File: src/rtl/sam_task_scheduler.sv
// sam_task_scheduler
// Queues parsed SAM pick/place tasks and hands them to the start/end-point
// decoder one at a time. Each task is tracked through pick completion and
// then place completion. A per-phase watchdog abandons a task that stalls.
// After SUBUNITS_PER_RUN tasks, no further task is issued until the decoder
// accepts a new CSL message.
//
// Ports:
//   clk, rst_n           clock, asynchronous active-low reset
//   msg_valid            one-cycle strobe, new task on msg_pick/msg_place
//   msg_ready            queue can accept a task (registered from the count)
//   csl_seen             decoder accepted a CSL message; starts a new run
//   dec_idle             decoder is waiting for a SAM message
//   dec_pick_done        decoder finished the pick phase
//   dec_place_done       decoder finished the place phase
//   sam_valid            one-cycle issue strobe to the decoder
//   sam_pick/sam_place   nodes of the in-flight task, held until the next pop
//   subunit              number of tasks issued since the last CSL
//   busy                 a task is in flight
//   fifo_count           number of queued entries
//   overflow, timeout    sticky error flags, cleared only by reset
module sam_task_scheduler #(
  parameter int unsigned DEPTH            = 4,
  parameter logic [4:0]  NODE_MAX         = 5'd31,
  parameter int unsigned SUBUNITS_PER_RUN = 3,
  parameter logic [23:0] TIMEOUT_CYCLES   = 24'd10_000_000
) (
  input  logic                     clk,
  input  logic                     rst_n,
  input  logic                     msg_valid,
  input  logic [4:0]               msg_pick,
  input  logic [4:0]               msg_place,
  output logic                     msg_ready,
  input  logic                     csl_seen,
  input  logic                     dec_idle,
  input  logic                     dec_pick_done,
  input  logic                     dec_place_done,
  output logic                     sam_valid,
  output logic [4:0]               sam_pick,
  output logic [4:0]               sam_place,
  output logic [1:0]               subunit,
  output logic                     busy,
  output logic [$clog2(DEPTH):0]   fifo_count,
  output logic                     overflow,
  output logic                     timeout
);

  localparam int unsigned PTR_W  = $clog2(DEPTH);
  localparam int unsigned CNT_W  = PTR_W + 1;
  localparam int unsigned NODE_W = 5;
  localparam int unsigned ENT_W  = 2 * NODE_W;
  localparam int unsigned WD_W   = 24;
  localparam int unsigned RUN_W  = 2;

  typedef enum logic [1:0] {
    S_IDLE,
    S_ISSUE,
    S_WAIT_PICK,
    S_WAIT_PLACE
  } state_e;

  state_e             state_q, state_d;
  logic [PTR_W-1:0]   wr_ptr_q, wr_ptr_d;
  logic [PTR_W-1:0]   rd_ptr_q, rd_ptr_d;
  logic [CNT_W-1:0]   count_q, count_d;
  logic               msg_ready_q, msg_ready_d;
  logic [RUN_W-1:0]   issued_q, issued_d;
  logic [WD_W-1:0]    wd_q, wd_d;
  logic               sam_valid_q, sam_valid_d;
  logic [NODE_W-1:0]  sam_pick_q, sam_pick_d;
  logic [NODE_W-1:0]  sam_place_q, sam_place_d;
  logic               busy_q, busy_d;
  logic               overflow_q, overflow_d;
  logic               timeout_q, timeout_d;
  logic [ENT_W-1:0]   mem_q [DEPTH];

  logic               task_ok_c;
  logic               push_c;
  logic               pop_c;
  logic [ENT_W-1:0]   head_c;
  logic               wd_expire_c;
  logic [WD_W-1:0]    wd_inc_c;

  // Task legality and queue handshakes; ready is the registered view of count
  always_comb begin
    task_ok_c = (msg_pick <= NODE_MAX) && (msg_place <= NODE_MAX) &&
                (msg_pick != msg_place);
    push_c    = msg_valid && msg_ready_q && task_ok_c;
    pop_c     = (state_q == S_IDLE) && (count_q != '0) &&
                (issued_q < RUN_W'(SUBUNITS_PER_RUN));
    head_c    = mem_q[rd_ptr_q];
  end

  // Queue pointers, occupancy and the overflow flag
  always_comb begin
    wr_ptr_d   = wr_ptr_q;
    rd_ptr_d   = rd_ptr_q;
    count_d    = count_q;
    overflow_d = overflow_q;
    if (push_c) wr_ptr_d = wr_ptr_q + PTR_W'(1);
    if (pop_c)  rd_ptr_d = rd_ptr_q + PTR_W'(1);
    case ({push_c, pop_c})
      2'b10:   count_d = count_q + CNT_W'(1);
      2'b01:   count_d = count_q - CNT_W'(1);
      default: count_d = count_q;
    endcase
    if (msg_valid && !push_c) overflow_d = 1'b1;
    msg_ready_d = (count_d < CNT_W'(DEPTH));
  end

  // Watchdog helpers: expiry on the last allowed cycle, saturating increment
  always_comb begin
    wd_expire_c = (wd_q == (TIMEOUT_CYCLES - 24'd1));
    wd_inc_c    = (&wd_q) ? wd_q : (wd_q + WD_W'(1));
  end

  // Task sequencing FSM
  always_comb begin
    state_d     = state_q;
    sam_valid_d = 1'b0;
    sam_pick_d  = sam_pick_q;
    sam_place_d = sam_place_q;
    wd_d        = wd_q;
    timeout_d   = timeout_q;
    // A CSL clears the run first; an issue in the same cycle then counts as 1
    issued_d    = csl_seen ? '0 : issued_q;

    case (state_q)
      S_IDLE: begin
        if (pop_c) begin
          sam_pick_d  = head_c[ENT_W-1:NODE_W];
          sam_place_d = head_c[NODE_W-1:0];
          state_d     = S_ISSUE;
        end
      end
      S_ISSUE: begin
        if (dec_idle) begin
          sam_valid_d = 1'b1;
          issued_d    = issued_d + RUN_W'(1);
          wd_d        = '0;
          state_d     = S_WAIT_PICK;
        end
      end
      S_WAIT_PICK: begin
        // A place completion here is stale and ignored; pick takes priority
        if (dec_pick_done) begin
          wd_d    = '0;
          state_d = S_WAIT_PLACE;
        end else if (wd_expire_c) begin
          timeout_d = 1'b1;
          state_d   = S_IDLE;
        end else begin
          wd_d = wd_inc_c;
        end
      end
      S_WAIT_PLACE: begin
        if (dec_place_done) begin
          state_d = S_IDLE;
        end else if (wd_expire_c) begin
          timeout_d = 1'b1;
          state_d   = S_IDLE;
        end else begin
          wd_d = wd_inc_c;
        end
      end
      default: state_d = S_IDLE;
    endcase

    busy_d = (state_d != S_IDLE);
  end

  // State and control registers
  always_ff @(posedge clk or negedge rst_n) begin
    if (!rst_n) begin
      state_q     <= S_IDLE;
      wr_ptr_q    <= '0;
      rd_ptr_q    <= '0;
      count_q     <= '0;
      msg_ready_q <= 1'b0;
      issued_q    <= '0;
      wd_q        <= '0;
      sam_valid_q <= 1'b0;
      sam_pick_q  <= '0;
      sam_place_q <= '0;
      busy_q      <= 1'b0;
      overflow_q  <= 1'b0;
      timeout_q   <= 1'b0;
    end else begin
      state_q     <= state_d;
      wr_ptr_q    <= wr_ptr_d;
      rd_ptr_q    <= rd_ptr_d;
      count_q     <= count_d;
      msg_ready_q <= msg_ready_d;
      issued_q    <= issued_d;
      wd_q        <= wd_d;
      sam_valid_q <= sam_valid_d;
      sam_pick_q  <= sam_pick_d;
      sam_place_q <= sam_place_d;
      busy_q      <= busy_d;
      overflow_q  <= overflow_d;
      timeout_q   <= timeout_d;
    end
  end

  // Queue storage; contents are don't-care while the slot is empty
  always_ff @(posedge clk) begin
    if (push_c) mem_q[wr_ptr_q] <= {msg_pick, msg_place};
  end

  assign msg_ready  = msg_ready_q;
  assign sam_valid  = sam_valid_q;
  assign sam_pick   = sam_pick_q;
  assign sam_place  = sam_place_q;
  assign subunit    = issued_q;
  assign busy       = busy_q;
  assign fifo_count = count_q;
  assign overflow   = overflow_q;
  assign timeout    = timeout_q;

endmodule

File: config.mk
export PLATFORM = sky130hd
export DESIGN_NAME = sam_task_scheduler
export DESIGN_NICKNAME = d
export VERILOG_FILES = /design/src/rtl/sam_task_scheduler.sv
export SDC_FILE = /design/constraint.sdc
export NUM_CORES = 1
export LEC_CHECK = 0
export ABC_AREA = 0
export ABC_CLOCK_PERIOD_IN_PS = 3600
export CAP_MARGIN = 30
export CORE_MARGIN = 1.5
export CORE_UTILIZATION = 23
export DETAILED_ROUTE_END_ITERATION = 16
export GPL_TIMING_DRIVEN = 0
export HOLD_SLACK_MARGIN = 0.1
export PLACE_DENSITY = 0.39
export SETUP_SLACK_MARGIN = 0.1
export SLEW_MARGIN = 20
export SYNTH_ARGS = -nofsm -noshare
export SYNTH_HDL_FRONTEND = slang
export SYNTH_SLANG_ARGS = --single-unit
export TNS_END_PERCENT = 20
File: constraint.sdc
create_clock -name clk -period 3.6 [get_ports clk]
set_input_delay 0.72 -clock clk [delete_from_list [all_inputs] [get_ports clk]]
set_output_delay 0.72 -clock clk [all_outputs]
set_load 0.03 [all_outputs]
==> results.cfg <==
[synthesis]
synth_area_mm2 = 0.00409
synthFlopType = dfrtp_1
seq_area_frac_synth_pct = 60.0
syn_nets = 342
ys_ff_latch = 90
syn_inst = 318
syn_avg_cell_area_um2 = 12.9
async_flop_share_pct = 55.6
synth_edf_count = 40
ys_types = 48
yosysWarnings = 0

[sta]
max_slew.worst_pin.slew_ps = 876
holdWs_ps = 227
period_share_pct = 86.2
clock_skew_ps = 11.1
slew-limit-headroom_pct = 41.6
rsz0062_at_grt = no
slew_viol_final = 0
max_freq_ghz = 0.322
min_period_ps = 3100
fin_ws_ps = 498
hold_viol = 0
setup_viol = 0

[setup_path]
crit_family = buffers and inverters
cp-end-kind = flop
critPathMaxFanout = 8
crit_required_ps = 3830
crit_slowest_cell = clkdlybuf4s50_1
worstPathCellList = clkdlybuf4s50_1, xor2_1, nor3_1, a31oi_1, inv_1, ha_1, fa_1, xnor2_1, nor2_1, xor2_1, inv_1
critPathArrivalTime_ps = 3340
cp_num_buf_inv = 3
cpPeakStageDelay_ps = 570
path_class = input pin to flop
startpoint_type = input pin

[global_route]
track_usage_pct = 11.1
grt-ovfl-total = 0
antenna_found_initial = 0
grt_max_degree = 39
grt_pass1_vias = 2844
grt_pass1_wl_um = 15500

[clocking]
h-tree-depth = 3
cts_sinks = 90
cts_buffer_depth = 2
cts-resized-gates = 0
root_buffer = clkbuf_16
insertion_delay_ps = 350
path_clk_slew_ps = 70
cts_tree = done
cts_setup_buffers = 0
hold_buffers = 0
numCtsBuffers = 9

[route]
vias = 2723
drtPass1Iterations = 4
wire_per_inst_um = 15.8
wl_um = 9480
drt_iter0_drc = 193
drc_errors = 0
antenna_left = 0
vias_per_cell = 4.55

[run_status]
status = finished clean

[power]
total_power_uw = 3790
power_density_mw_per_mm2 = 748
ir_worst_vdd_mv = 0.266
p_leak_uw = 0.00187

[place]
hpwl_um = 6590
dpl-instance-area_mm2 = 0.00477
pre_cts_ws_ps = 39.7
gp_congestion = 0.727
dp_cells = 581
numPortBuffers = 36

[layout]
final_cell_area_mm2 = 0.00507
n_antenna_cell = 0
area_growth_pct = 23.9
mostFrequentLayoutCell = dfrtp_1
most-common-layout-cells = 50 x dfrtp_1, 40 x edfxtp_1, 35 x clkdlybuf4s50_1
stdcell_count = 598
finalNetCount = 392
drive_gt1_share_pct = 15.3

[floorplan]
ios = 37
core-area_mm2 = 0.0174
row_count = 48
dieArea_mm2 = 0.0186
chipWidth_um = 136
initial_utilization_pct = 23.6
dieHeight_um = 136

[worst_hold_path]
hold_class = input pin to asynchronous set/reset pin

[job]
maxCapViolCount = 0
-- logic make-up after synthesis --
family / count (synthesis) / share of synthesized area [%]
AOI/OAI and AO/OA: 36 / 5.72
xor gates and xnor gates: 19 / 4.07
adders and majority gates: 7 / 2.33
buffers and inverters: 16 / 1.90
DFF: 90 / 60.0
muxes: 24 / 9.27
and+or+nand+nor: 126 / 16.7
-- sequential cells by signal (all words and copies together) (netlist names), 2 cells and up, named ones only --
| signal | count |
|---|---|
| mem_q | 40 |
| wd_q | 24 |
| sam_pick | 5 |
| sam_place | 5 |
| fifo_count | 2 |
| rd_ptr_q | 2 |
| state_q | 2 |
| subunit | 2 |
| wr_ptr_q | 2 |
-- worst register-to-register path, stage by stage, from the launching register on --
cell and delay (ps):
dfrtp_1 440, or4b_1 530, or4_4 510, nor4_4 400
or3_2 230, buf_6 150, buf_6 170, o21ai_1 80
a21oi_1 130
-- Yosys cell counts (all sizes together) (6+ instances only) --
cell type,count,area share [%]
a21oi,11,1.4
o21ai,8,0.98
edfxtp,40,29
dfrtp,50,31
xnor2,13,2.8
mux2,11,3.0
mux4,10,5.5
nor2,23,2.2
nand4,9,1.4
ha,6,1.8
nor3,8,0.98
nor4,6,1.3
nand2,30,2.8
xor2,6,1.3
or4,12,2.3
nand3,12,1.5
clkbuf,6,0.55
-- stage by stage --
| stage | util, % | TNS (ps) |
|---|---|---|
| 2_1_floorplan | - | 0 |
| 3_3_place_gp | 27.3 | -2710 |
| 3_5_place_dp | 27.5 | 0 |
| 4_1_cts | 29.2 | 0 |
| 5_1_grt | 29.2 | 0 |
| 6_report | 29.2 | 0 |
-- worst paths after layout --
path	from	end	slack, ps	depth (start not counted)
worst max-delay path	msg_pick[4]	msg_ready$_DFF_PN0_	500	11
worst min-delay path	rst_n	wd_q[8]$_DFFE_PN0P_	230	1
worst max register to register	wd_q[14]$_DFFE_PN0P_	wd_q[19]$_DFFE_PN0P_	870	8
worst min register to register	overflow$_DFFE_PN0P_	overflow$_DFFE_PN0P_	460	1
max in group asynchronous	rst_n	asynchronous set/reset pin	2900	2
min in group clk	overflow$_DFFE_PN0P_	overflow$_DFFE_PN0P_	460	1
-- routing by layer --
layer	part of all wire, %	wire length [um]	track usage [%]
met5	0	0	0
met3	3.3	317	4.10
met2	52	4950	19.2
met4	0.77	73	2.48
met1	44	4140	13.2
-- layout make-up --
type,instances,area (um2)
Timing Repair Buffer,39,395
Multi-Input combinational cell,212,1560
Clock buffer,9,225
Tap cell,225,282
Fill cell,1797,12300
Buffer,11,58.8
Clock inverter,7,70.1
Inverter,5,18.8
Sequential cell,90,2450
-- where the power goes --
group / total, uW / switching [uW] / internal [uW]
logic: 1430 / 807 / 619
clock network: 934 / 446 / 488
registers: 1430 / 127 / 1300
total: 3790 / 1380 / 2410
No activity file was read; power rests on OpenSTA's default activity.
